--- src/rtl/mod2011_pkg.sv ---
// Shared constants, FSM state type and a reference modular-add helper for the
// modulus-2011 residue accumulator.
package mod2011_pkg;

  localparam int MOD     = 2011;
  localparam int W       = 11;
  localparam int N_TERMS = 84;

  typedef enum logic {
    ACC  = 1'b0,
    HOLD = 1'b1
  } state_e;

  // (a + b) mod MOD, valid for a, b < MOD
  function automatic logic [W-1:0] mod_add(input logic [W-1:0] a, input logic [W-1:0] b);
    logic [W:0] s;
    logic [W:0] d;
    s = {1'b0, a} + {1'b0, b};
    d = s - (W+1)'(MOD);
    if (s >= (W+1)'(MOD)) begin
      mod_add = d[W-1:0];
    end else begin
      mod_add = s[W-1:0];
    end
  endfunction

endpackage

--- src/rtl/mod2011_add.sv ---
// Combinational W-bit modular adder: add, compare against MOD, conditional subtract.
// Operands must both be below MOD so one subtract brings the result into range.
module mod2011_add
  import mod2011_pkg::*;
#(
  parameter int MOD_P = MOD,
  parameter int W_P   = W
) (
  input  logic [W_P-1:0] a_i,
  input  logic [W_P-1:0] b_i,
  output logic [W_P-1:0] sum_o
);

  localparam logic [W_P:0] MOD_X = (W_P+1)'(MOD_P);

  logic [W_P:0] sum_s;
  logic [W_P:0] diff_s;

  always_comb begin
    sum_s  = {1'b0, a_i} + {1'b0, b_i};
    diff_s = sum_s - MOD_X;
    if (sum_s >= MOD_X) begin
      sum_o = diff_s[W_P-1:0];
    end else begin
      sum_o = sum_s[W_P-1:0];
    end
  end

endmodule

--- src/rtl/mod2011_residue_acc.sv ---
// Streaming mod-2011 accumulator over one operand frame with a held result handshake.
// Optional input range check: define MOD2011_ACC_RANGE_CHECK_EN.
module mod2011_residue_acc
  import mod2011_pkg::*;
#(
  parameter int MOD_P     = MOD,
  parameter int W_P       = W,
  parameter int N_TERMS_P = N_TERMS,
  parameter int CW        = $clog2(N_TERMS_P + 1)
) (
  input  logic           clk,
  input  logic           rst_n,
  input  logic           in_valid,
  output logic           in_ready,
  input  logic [W_P-1:0] in_data,
  input  logic           in_last,
  output logic           out_valid,
  input  logic           out_ready,
  output logic [W_P-1:0] out_residue,
  output logic [CW-1:0]  out_count,
  output logic           err
);

  localparam logic [W_P-1:0] MOD_W    = W_P'(MOD_P);
  localparam logic [CW-1:0]  LAST_CNT = CW'(N_TERMS_P - 1);

  state_e         state_q, state_d;
  logic [W_P-1:0] acc_q, acc_d;
  logic [CW-1:0]  cnt_q, cnt_d;
  logic [W_P-1:0] res_q, res_d;
  logic [CW-1:0]  ocnt_q, ocnt_d;
  logic           err_acc_q, err_acc_d;
  logic           err_q, err_d;
  logic           in_ready_q, in_ready_d;
  logic           out_valid_q, out_valid_d;

  logic           oor_s;
  logic [W_P-1:0] term_s;
  logic [W_P-1:0] sum_s;

`ifdef MOD2011_ACC_RANGE_CHECK_EN
  assign oor_s  = (in_data >= MOD_W);
  assign term_s = oor_s ? (in_data - MOD_W) : in_data;
`else
  assign oor_s  = 1'b0;
  assign term_s = in_data;
`endif

  mod2011_add #(
    .MOD_P (MOD_P),
    .W_P   (W_P)
  ) u_add (
    .a_i   (acc_q),
    .b_i   (term_s),
    .sum_o (sum_s)
  );

  // Frame ends on in_last or on the final counted slice, whichever comes first
  always_comb begin
    state_d   = state_q;
    acc_d     = acc_q;
    cnt_d     = cnt_q;
    res_d     = res_q;
    ocnt_d    = ocnt_q;
    err_acc_d = err_acc_q;
    err_d     = err_q;
    case (state_q)
      ACC: begin
        if (in_valid) begin
          acc_d     = sum_s;
          cnt_d     = cnt_q + CW'(1);
          err_acc_d = err_acc_q | oor_s;
          if (in_last || (cnt_q == LAST_CNT)) begin
            res_d   = sum_s;
            ocnt_d  = cnt_q + CW'(1);
            err_d   = err_acc_q | oor_s;
            state_d = HOLD;
          end else begin
            state_d = ACC;
          end
        end else begin
          state_d = ACC;
        end
      end
      HOLD: begin
        if (out_ready) begin
          acc_d     = '0;
          cnt_d     = '0;
          err_acc_d = 1'b0;
          err_d     = 1'b0;
          state_d   = ACC;
        end else begin
          state_d = HOLD;
        end
      end
      default: begin
        state_d = ACC;
      end
    endcase
    in_ready_d  = (state_d == ACC);
    out_valid_d = (state_d == HOLD);
  end

  always_ff @(posedge clk or negedge rst_n) begin
    if (!rst_n) begin
      state_q     <= ACC;
      acc_q       <= '0;
      cnt_q       <= '0;
      res_q       <= '0;
      ocnt_q      <= '0;
      err_acc_q   <= 1'b0;
      err_q       <= 1'b0;
      in_ready_q  <= 1'b1;
      out_valid_q <= 1'b0;
    end else begin
      state_q     <= state_d;
      acc_q       <= acc_d;
      cnt_q       <= cnt_d;
      res_q       <= res_d;
      ocnt_q      <= ocnt_d;
      err_acc_q   <= err_acc_d;
      err_q       <= err_d;
      in_ready_q  <= in_ready_d;
      out_valid_q <= out_valid_d;
    end
  end

  assign in_ready    = in_ready_q;
  assign out_valid   = out_valid_q;
  assign out_residue = res_q;
  assign out_count   = ocnt_q;
  assign err         = err_q;

endmodule

--- config.mk ---
export PLATFORM = sky130hd
export DESIGN_NAME = mod2011_residue_acc
export DESIGN_NICKNAME = d
export VERILOG_FILES = /design/src/rtl/mod2011_pkg.sv /design/src/rtl/mod2011_add.sv /design/src/rtl/mod2011_residue_acc.sv
export SDC_FILE = /design/constraint.sdc
export NUM_CORES = 1
export LEC_CHECK = 0
export CORE_UTILIZATION = 60
export CTS_CLUSTER_DIAMETER = 30
export DETAILED_ROUTE_END_ITERATION = 7
export GPL_TIMING_DRIVEN = 0
export PLACE_DENSITY = 0.86
export SLEW_MARGIN = 25
export SYNTH_ARGS = -nofsm -noshare
export SYNTH_HDL_FRONTEND = slang
export SYNTH_HIERARCHICAL = 1
export SYNTH_SLANG_ARGS = --single-unit
--- constraint.sdc ---
create_clock -name clk -period 7.57 [get_ports clk]
set_input_delay 0.757 -clock clk [delete_from_list [all_inputs] [get_ports clk]]
set_output_delay 0.757 -clock clk [all_outputs]
set_load 0.05 [all_outputs]
Word level (Yosys, flattened, before mapping)
Index checks and enable logic that the tools add are counted.
Storage, ports and cells
  bits in registers: 40
  output and inout bits: 21
Operators by class
  $add $sub $neg: 3
  $lt $le $gt $ge: 1
  equality and inequality tests: 4
  mux-type cells: 16
  bitwise operators: 2
  reduce and logical (&&, ||, !) cells: 5
Operator list (count)
  $mux W11: 3
  $pmux W11 S2: 1
  $mux W7: 2
  $pmux W7 S2: 1
  $add A11 B11 Y12: 1
  $ge A12 B11 Y1 const B: 1
  $sub A11 B11 Y11 const B: 1
  $add A7 B1 Y7 const B: 1
  $eq A7 B7 Y1 const B: 1
  $mux W1: 7
  $ne A2 B2 Y1 const B: 3
  $reduce_and A3 Y1: 2
  $pmux W1 S2: 2
  $reduce_and A2 Y1: 2
  $not A1 Y1: 2
  $logic_or A1 B1 Y1: 1

Logic depth before layout (Yosys ltp)
Gate-level depths: netlist (run 1).
  depth after elaboration: 6
  gate-level depth with buffers: 10
  mapped depth without buffers: 10

Modules after synthesis
Netlist (run 1), hierarchy kept.
Modules (own cells, without submodules)
  mod2011_residue_acc: instances 1, cells an instance 105, area each 1589.0 um2, seq. area each 952.2 um2
  mod2011_add: instances 1, cells an instance 136, area each 1144.8 um2, seq. area each 0.0 um2

Worst setup path before layout (run 1)
Ideal clock, no wire load.
  kind: input-to-reg
  start: input port in_data[0]
  end: register res_q[1] (netlist: out_residue[1])
  arrival: 3145 ps
  data required time: 7445 ps
  path slack: 4300 ps
  cell stages on the path: 10
  buffers on the path: 0
  cells stage by stage: ha_1 > fa_1 > a21oi_1 > o221ai_1 > a211o_1 > o211a_1 > o31ai_4 > nand2_4 > mux2_4 > mux2_4
Between the ends
  word-level cells in the longest chain between the ends: 3
Ends and longest elaborated chain
  start, declared: line mod2011_residue_acc.sv:15  | input logic [W_P-1:0] in_data,
  $add A11 B11 Y12 (*): line mod2011_add.sv:20  | sum_s = {1'b0, a_i} + {1'b0, b_i};
  $sub A11 B11 Y11 or $ge A12 B11 Y1 (tied branches): line mod2011_add.sv:21, mod2011_add.sv:22
  $mux W11 (*): line mod2011_add.sv:22  | if (sum_s >= MOD_X) begin
  named net sum_s[1]: line mod2011_residue_acc.sv:39  | logic [W_P-1:0] sum_s;
  end signal, assigned: line mod2011_residue_acc.sv:119  | res_q <= res_d;
  end, declared: line mod2011_residue_acc.sv:30  | logic [W_P-1:0] res_q, res_d;
The timed path passes the listed nets; every way through them passes the cells marked *.
A chain may end at the register's enable or synchronous reset.

Worst setup path after layout (run 1)
Ends and elaborated chain as after synthesis.

==> results of run 1 <==
==> critical path, delay by kind of cell <==
kind / cells / cell delay (ps)
compound gates: 5 / 1380
fa+ha+maj: 2 / 670
buf+inv: 1 / 410
mux: 2 / 580
simple gates: 1 / 120
==> final cells by class <==
type                       count  area share (%)
inverter                       8           0.922
multi-input combinational    183            50.8
tap                           52            2.00
buffer                        12            3.04
clock buffer                   7            2.65
timing repair buffer          36            11.2
clock inverter                 1           0.154
sequential                    38            29.2
==> sequential cells by signal, indices dropped and copies added (netlist names) <==
register     cells
out_valid        1
out_count        7
in_ready         1
cnt_q            7
acc_q           11
out_residue     11
==> cell usage in the layout (no fill, tap or decap), types with 8 or more instances in the layout <==
master	n
nand2_1	9
mux2_2	9
a21oi_1	9
mux2_4	9
nand3_1	8
clkdlybuf4s50_1	34
xnor2_1	16
a22o_1	15
dfrtp_1	37
ha_1	13
==> power breakdown <==
part	leakage, nW	switching [W]	total (W)	internal (W)
Sequential	0.477	0.0000531	0.000333	0.000280
Clock	0.0482	0.0000716	0.000145	0.0000735
Combinational	0.900	0.000656	0.00114	0.000485
Total	1.42	0.000780	0.00162	0.000838
==> worst max-delay path by stage <==
stage | from | to | slack [ps] | depth (start not counted)
after floorplan | in_data[0] | out_residue[1]$_DFFE_PN0P_ | 4300 | 10
after global placement | in_data[0] | out_residue[1]$_DFFE_PN0P_ | 3630 | 11
after detailed placement | in_data[0] | out_residue[1]$_DFFE_PN0P_ | 3540 | 11
after CTS | in_data[0] | out_residue[1]$_DFFE_PN0P_ | 3850 | 11
after global routing | in_data[0] | out_residue[1]$_DFFE_PN0P_ | 3730 | 11
final | in_data[0] | out_residue[1]$_DFFE_PN0P_ | 3840 | 11
==> stage by stage <==
| stage | instances | hold WS (ps) |
|---|---|---|
| after floorplan | 241 | 461 |
| after global placement | 328 | 490 |
| after detailed placement | 329 | 497 |
| after CTS | 337 | 293 |
| after global routing | 337 | 291 |
| final | 337 | 295 |
==> per-layer routing <==
| metal | routed length (um) | vias to the layer above | track usage, % |
|---|---|---|---|
| met5 | 0 | - | 0 |
| met4 | 85 | 0 | 8.16 |
| met3 | 255 | 11 | 4.51 |
| met2 | 2810 | 53 | 42.8 |
| met1 | 2580 | 1020 | 33.9 |
| li1 | - | 995 | - |
==> cell families (layout without fill, tap and decap cells) <==
family / Yosys count / after routing
AOI/OAI and AO/OA: 74 / 74
and+or+nand+nor: 50 / 50
DFF: 38 / 38
xor gates and xnor gates: 22 / 22
muxes: 22 / 22
buffers and inverters: 20 / 64
adders and majority gates: 14 / 14
other: 1 / 1
==> reports/metrics.cfg, run 1 <==
[run_status]
status=finished clean

[detailed_routing]
totalWireLength_mm=5.74
ant_nets=0
dr.pass1.iters=4
drt-initial-drc-count=110
wl_per_cell_um=17.0
viasPerCell=6.17
drc=0
num_vias=2079

[clock_tree]
cts_num_sinks=38
cts_buffer_depth=2
insertion_delay_ps=290
h-tree-depth=2
cts_tree=done
cts_setup_buffers=0
clk_pin_slew_ps=80
cts_resized=0
cts_buffers=5
cts_root_buf=clkbuf_8
ctsHoldBuffers=0

[critical_path]
rr_endpoint=out_residue[1]$_DFFE_PN0P_
crit_slowest_cell=fa_1
crit_top_cell=mux2_4
crit_chain=clkdlybuf4s50_1 -> ha_1 -> fa_1 -> a21oi_1 -> o221ai_1 -> a211o_1 -> o211a_1 -> o31ai_4 -> nand2_4 -> mux2_4 -> mux2_4
max_stage_delay_ps=430
crit_arrival_ps=3910
r2r_slack_ps=4320
ff2ff_path_depth=10
r2r-start=acc_q[0]$_DFFE_PN0P_
end_kind=flop
critPathKind=input port to flop
critical_path.max_fanout=5
start_kind=input port
worstPathRequired_ps=7750

[sta]
layout_min_cycle_time_ps=3730
rsz0062_at_grt=false
setup_ws_ps=3840
finClkSkew_ps=4.36
fin_tns_setup_ps=0
finalHoldViolCount=0
worst_slew_pin_slew_ps=509
maxSlewHeadroom_pct=66.0
drv_slew=0
fin_crit_sh_pct=49.3
setup_viol=0
fmax_mhz=268

[synthesis]
yosysWarnings=6
synth_area_leaders=dfrtp_1 (34%), ha_1 (5.9%), xnor2_1 (5.1%), mux2_4 (4.9%), a22o_1 (4.8%)
synthAdderAreaFrac_pct=6.68
synth_compound_area_share_pct=24.1
synthXorXnorAreaFrac_pct=7.87
synth_area_mm2=0.00273
synth.top_cell.area_share_pct=33.9
ys_seq_elements=38
synth_most_common_cell=dfrtp_1
synth-edff-count=0
synth_top_family_by_area=compound AO/OA/AOI/OAI gates
synthTopCellsByCount=dfrtp_1 (37), xnor2_1 (16), a22o_1 (15)
synthArstFlopShare_pct=100
avgSynthCellArea_um2=11.3
netlist_instances=241
ys_seq_area_share_pct=34.8
synthMuxAreaShare_pct=10.2
synthSimpleGateAreaFrac_pct=11.5
synth_top_area_cell=dfrtp_1
yosys.cell_types.count=72
synth_top_flop_cell=dfrtp_1
syn_nets=271

[power_and_ir_drop]
ir_drop_mv=0.337
leakagePower_nw=1.42
power.density_mw_per_mm2=497
totalPowerFinal_w=0.00162

[grt]
antenna_found_initial=0
first_global_vias=2060
grt_max_degree=33
overflow=0
grt_use_total_pct=25.7
grt_pass1_wl_mm=9.80

[placement]
port_buffers=35
pre_cts_slack_ps=3540
place_congestion=0.840
place_area_mm2=0.00316
dp_hpwl_mm=4.38

[cells_and_area]
postLayoutCellArea_mm2=0.00326
postLayoutCoreUtil_pct=74.8
drive_above_1_share_pct=23.2
antennaDiodeCount=0
fillers=295
nets=314
seq_area_um2=952
syn_to_final_growth_pct=19.1
multi_input_area_mm2=0.00165

[floorplanning]
die-area_mm2=0.00483
fp.dieW_um=69.5
die_y_um=69.5
placementRows=24
io_pins=37
start_util_pct=62.8
core_mm2=0.00435

[flow_run]
cap_viol_max_count=0

[min_path]
hp-class=input port to asynchronous set/reset pin

No activity file was read; power rests on OpenSTA's default activity.
==> run 2: changes to the inputs <==
--- a/config.mk
+++ b/config.mk
@@ -5,11 +5,11 @@
 export SDC_FILE = /design/constraint.sdc
 export NUM_CORES = 1
 export LEC_CHECK = 0
-export CORE_UTILIZATION = 60
+export CORE_UTILIZATION = 55
 export CTS_CLUSTER_DIAMETER = 30
 export DETAILED_ROUTE_END_ITERATION = 7
 export GPL_TIMING_DRIVEN = 0
-export PLACE_DENSITY = 0.86
+export PLACE_DENSITY = 0.8
 export SLEW_MARGIN = 25
 export SYNTH_ARGS = -nofsm -noshare
 export SYNTH_HDL_FRONTEND = slang
==> constraint.sdc (replaced) <==
create_clock -name clk -period 3.5 [get_ports clk]
set_input_delay 0.35 -clock clk [delete_from_list [all_inputs] [get_ports clk]]
set_output_delay 0.35 -clock clk [all_outputs]
set_load 0.05 [all_outputs]
==> reports/metrics.cfg, run 2 (synthesis results as in run 1) <==
[run_status]
status=finished clean

[floorplanning]
start_util_pct=57.5  ; -5.3 points
placementRows=25  ; +4.2%
io_pins=37  ; unchanged
core_mm2=0.00475  ; +9.2%
fp.dieW_um=72.5  ; +4.3%
die-area_mm2=0.00526  ; +8.8%
die_y_um=72.5  ; +4.3%

[grt]
grt_pass1_wl_mm=9.43  ; -3.7%
antenna_found_initial=0  ; unchanged
first_global_vias=2016  ; -2.1%
overflow=0  ; unchanged
grt_max_degree=32  ; -3.0%
grt_use_total_pct=23.6  ; -2.0 points

[critical_path]
critical_path.max_fanout=5  ; unchanged
end_kind=flop
start_kind=input port
crit_arrival_ps=3580  ; -330 ps
critPathKind=input port to flop
worstPathRequired_ps=3680  ; -4070 ps

[placement]
numPlacedInstances=344  ; +4.6%
place_area_mm2=0.00318  ; +0.59%
dp_hpwl_mm=4.36  ; -0.44%
port_buffers=35  ; unchanged
place_congestion=0.801  ; -4.7%

[clock_tree]
cts_resized=0  ; unchanged
insertion_delay_ps=290  ; about the same
cts_num_sinks=38  ; unchanged
h-tree-depth=2  ; unchanged
cts_setup_buffers=0  ; unchanged
cts_root_buf=clkbuf_8
cts_buffers=5  ; unchanged
cts_tree=done
clk_pin_slew_ps=70  ; about the same
cts_buffer_depth=2  ; unchanged

[cells_and_area]
syn_to_final_growth_pct=20.1
layout.cells.non_filler=353  ; +4.7%
antennaDiodeCount=0  ; unchanged
final_common_cell=dfrtp_1
fillers=368  ; +25%
nets=315  ; +0.32%
layout_common_cells=dfrtp_1 (37), clkdlybuf4s50_1 (34), xnor2_1 (16)
postLayoutCoreUtil_pct=69.1  ; -5.7 points
drive_above_1_share_pct=23.1  ; -0.081 points
postLayoutCellArea_mm2=0.00328  ; +0.88%

[detailed_routing]
drc=0  ; unchanged
dr.pass1.iters=4  ; unchanged
num_vias=2064  ; -0.72%
ant_nets=0  ; unchanged
wl_per_cell_um=16.2  ; -5.0%
viasPerCell=5.85  ; -5.2%
totalWireLength_mm=5.71  ; -0.45%
drt-initial-drc-count=81  ; -26%

[sta]
worst_slew_pin_slew_ps=505  ; -3.20 ps
fmax_mhz=294
drv_slew=0  ; unchanged
rsz0062_at_grt=false
finalHoldViolCount=0  ; unchanged
setup_viol=0  ; unchanged
maxSlewHeadroom_pct=66.2  ; +0.21 points
finClkSkew_ps=6.21  ; +1.85 ps
layout_min_cycle_time_ps=3400
holdWs_ps=433  ; +138 ps
fin_crit_sh_pct=97.1
fin_tns_setup_ps=0  ; unchanged

[flow_run]
cap_viol_max_count=0  ; unchanged

[power_and_ir_drop]
ir_drop_mv=0.630  ; +87%
leakagePower_nw=1.43  ; +0.29%
power.density_mw_per_mm2=1070  ; +110%

[min_path]
hp-class=input port to asynchronous set/reset pin

run 2: cell count changes in the layout (fill, tap and decap cells not counted), sizes merged:
cell / change
dlygate4sd3: +1
run 2: layout make-up:
| type | count | area [um^2] | area share [%] |
|---|---|---|---|
| clock inverters | 1 | 5.00 | 0.152 |
| clock buffers | 7 | 86.3 | 2.63 |
| multi-input cells | 183 | 1650 | 50.3 |
| plain buffers | 12 | 98.8 | 3.01 |
| flip-flops and latches | 38 | 952 | 29.0 |
| inverters | 8 | 30.0 | 0.914 |
| well taps | 67 | 83.8 | 2.55 |
| repair buffers | 37 | 375 | 11.4 |
run 2: layer usage:
metal	wire length [um]	part of all wire [%]	track usage, %
met1	2620	46	30.6
met2	2740	48	38.9
met3	252	4.4	5.42
met4	99	1.7	8.06
met5	0	0	0
run 2: timing repair:
action / CTS / global route
endpoints found under the setup margin: 0 / 0
hold buffers: 1 / 0
endpoints found under the hold margin: 7 / 0
run 2: path summary, 6_finish.rpt:
| kind | from | endpoint | slack [ps] | cells past startpoint |
|---|---|---|---|---|
| min in group clk | out_residue[9]$_DFFE_PN0P_ | out_residue[9]$_DFFE_PN0P_ | 510 | 1 |
| setup / recovery | in_data[0] | out_residue[1]$_DFFE_PN0P_ | 100 | 11 |
| hold / removal | rst_n | acc_q[3]$_DFFE_PN0P_ | 430 | 2 |
| setup reg to reg | acc_q[0]$_DFFE_PN0P_ | out_residue[1]$_DFFE_PN0P_ | 180 | 10 |
| hold reg to reg | out_residue[9]$_DFFE_PN0P_ | out_residue[9]$_DFFE_PN0P_ | 510 | 1 |
| max in group asynchronous | rst_n | in_ready$_DFF_PN1_ | 2590 | 3 |
run 2: metrics by stage:
| stage | setup WS, ps | total power [W] |
|---|---|---|
| final | 101 | 0.00350 |
| after CTS | 138 | 0.00350 |
| after global placement | -53.2 | 0.00311 |
| after detailed placement | -171 | 0.00317 |
| after global routing | 1.54 | 0.00374 |
| after floorplan | 599 | 0.00263 |
run 2: worst max-delay path: stages:
cell             delay (ps)
clkdlybuf4s50_1         430
ha_1                    260
fa_1                    450
a21oi_1                 260
o221ai_1                240
a211o_1                 350
o211a_1                 160
o31ai_4                 380
nand2_4                 120
mux2_4                  320
mux2_4                  260
run 2: power breakdown:
part	switching, W	internal [W]	leakage (nW)
Clock	0.000154	0.000159	0.0482
Sequential	0.000118	0.000606	0.477
Combinational	0.00142	0.00105	0.904
==> run 3: changes to the inputs <==
--- a/config.mk
+++ b/config.mk
@@ -5,6 +5,7 @@
 export SDC_FILE = /design/constraint.sdc
 export NUM_CORES = 1
 export LEC_CHECK = 0
+export ABC_CLOCK_PERIOD_IN_PS = 3500
 export CORE_UTILIZATION = 55
 export CTS_CLUSTER_DIAMETER = 30
 export DETAILED_ROUTE_END_ITERATION = 7
==> results of run 3 <==
Same layout as run 2: the final DEF is identical, and so are final timing and power.
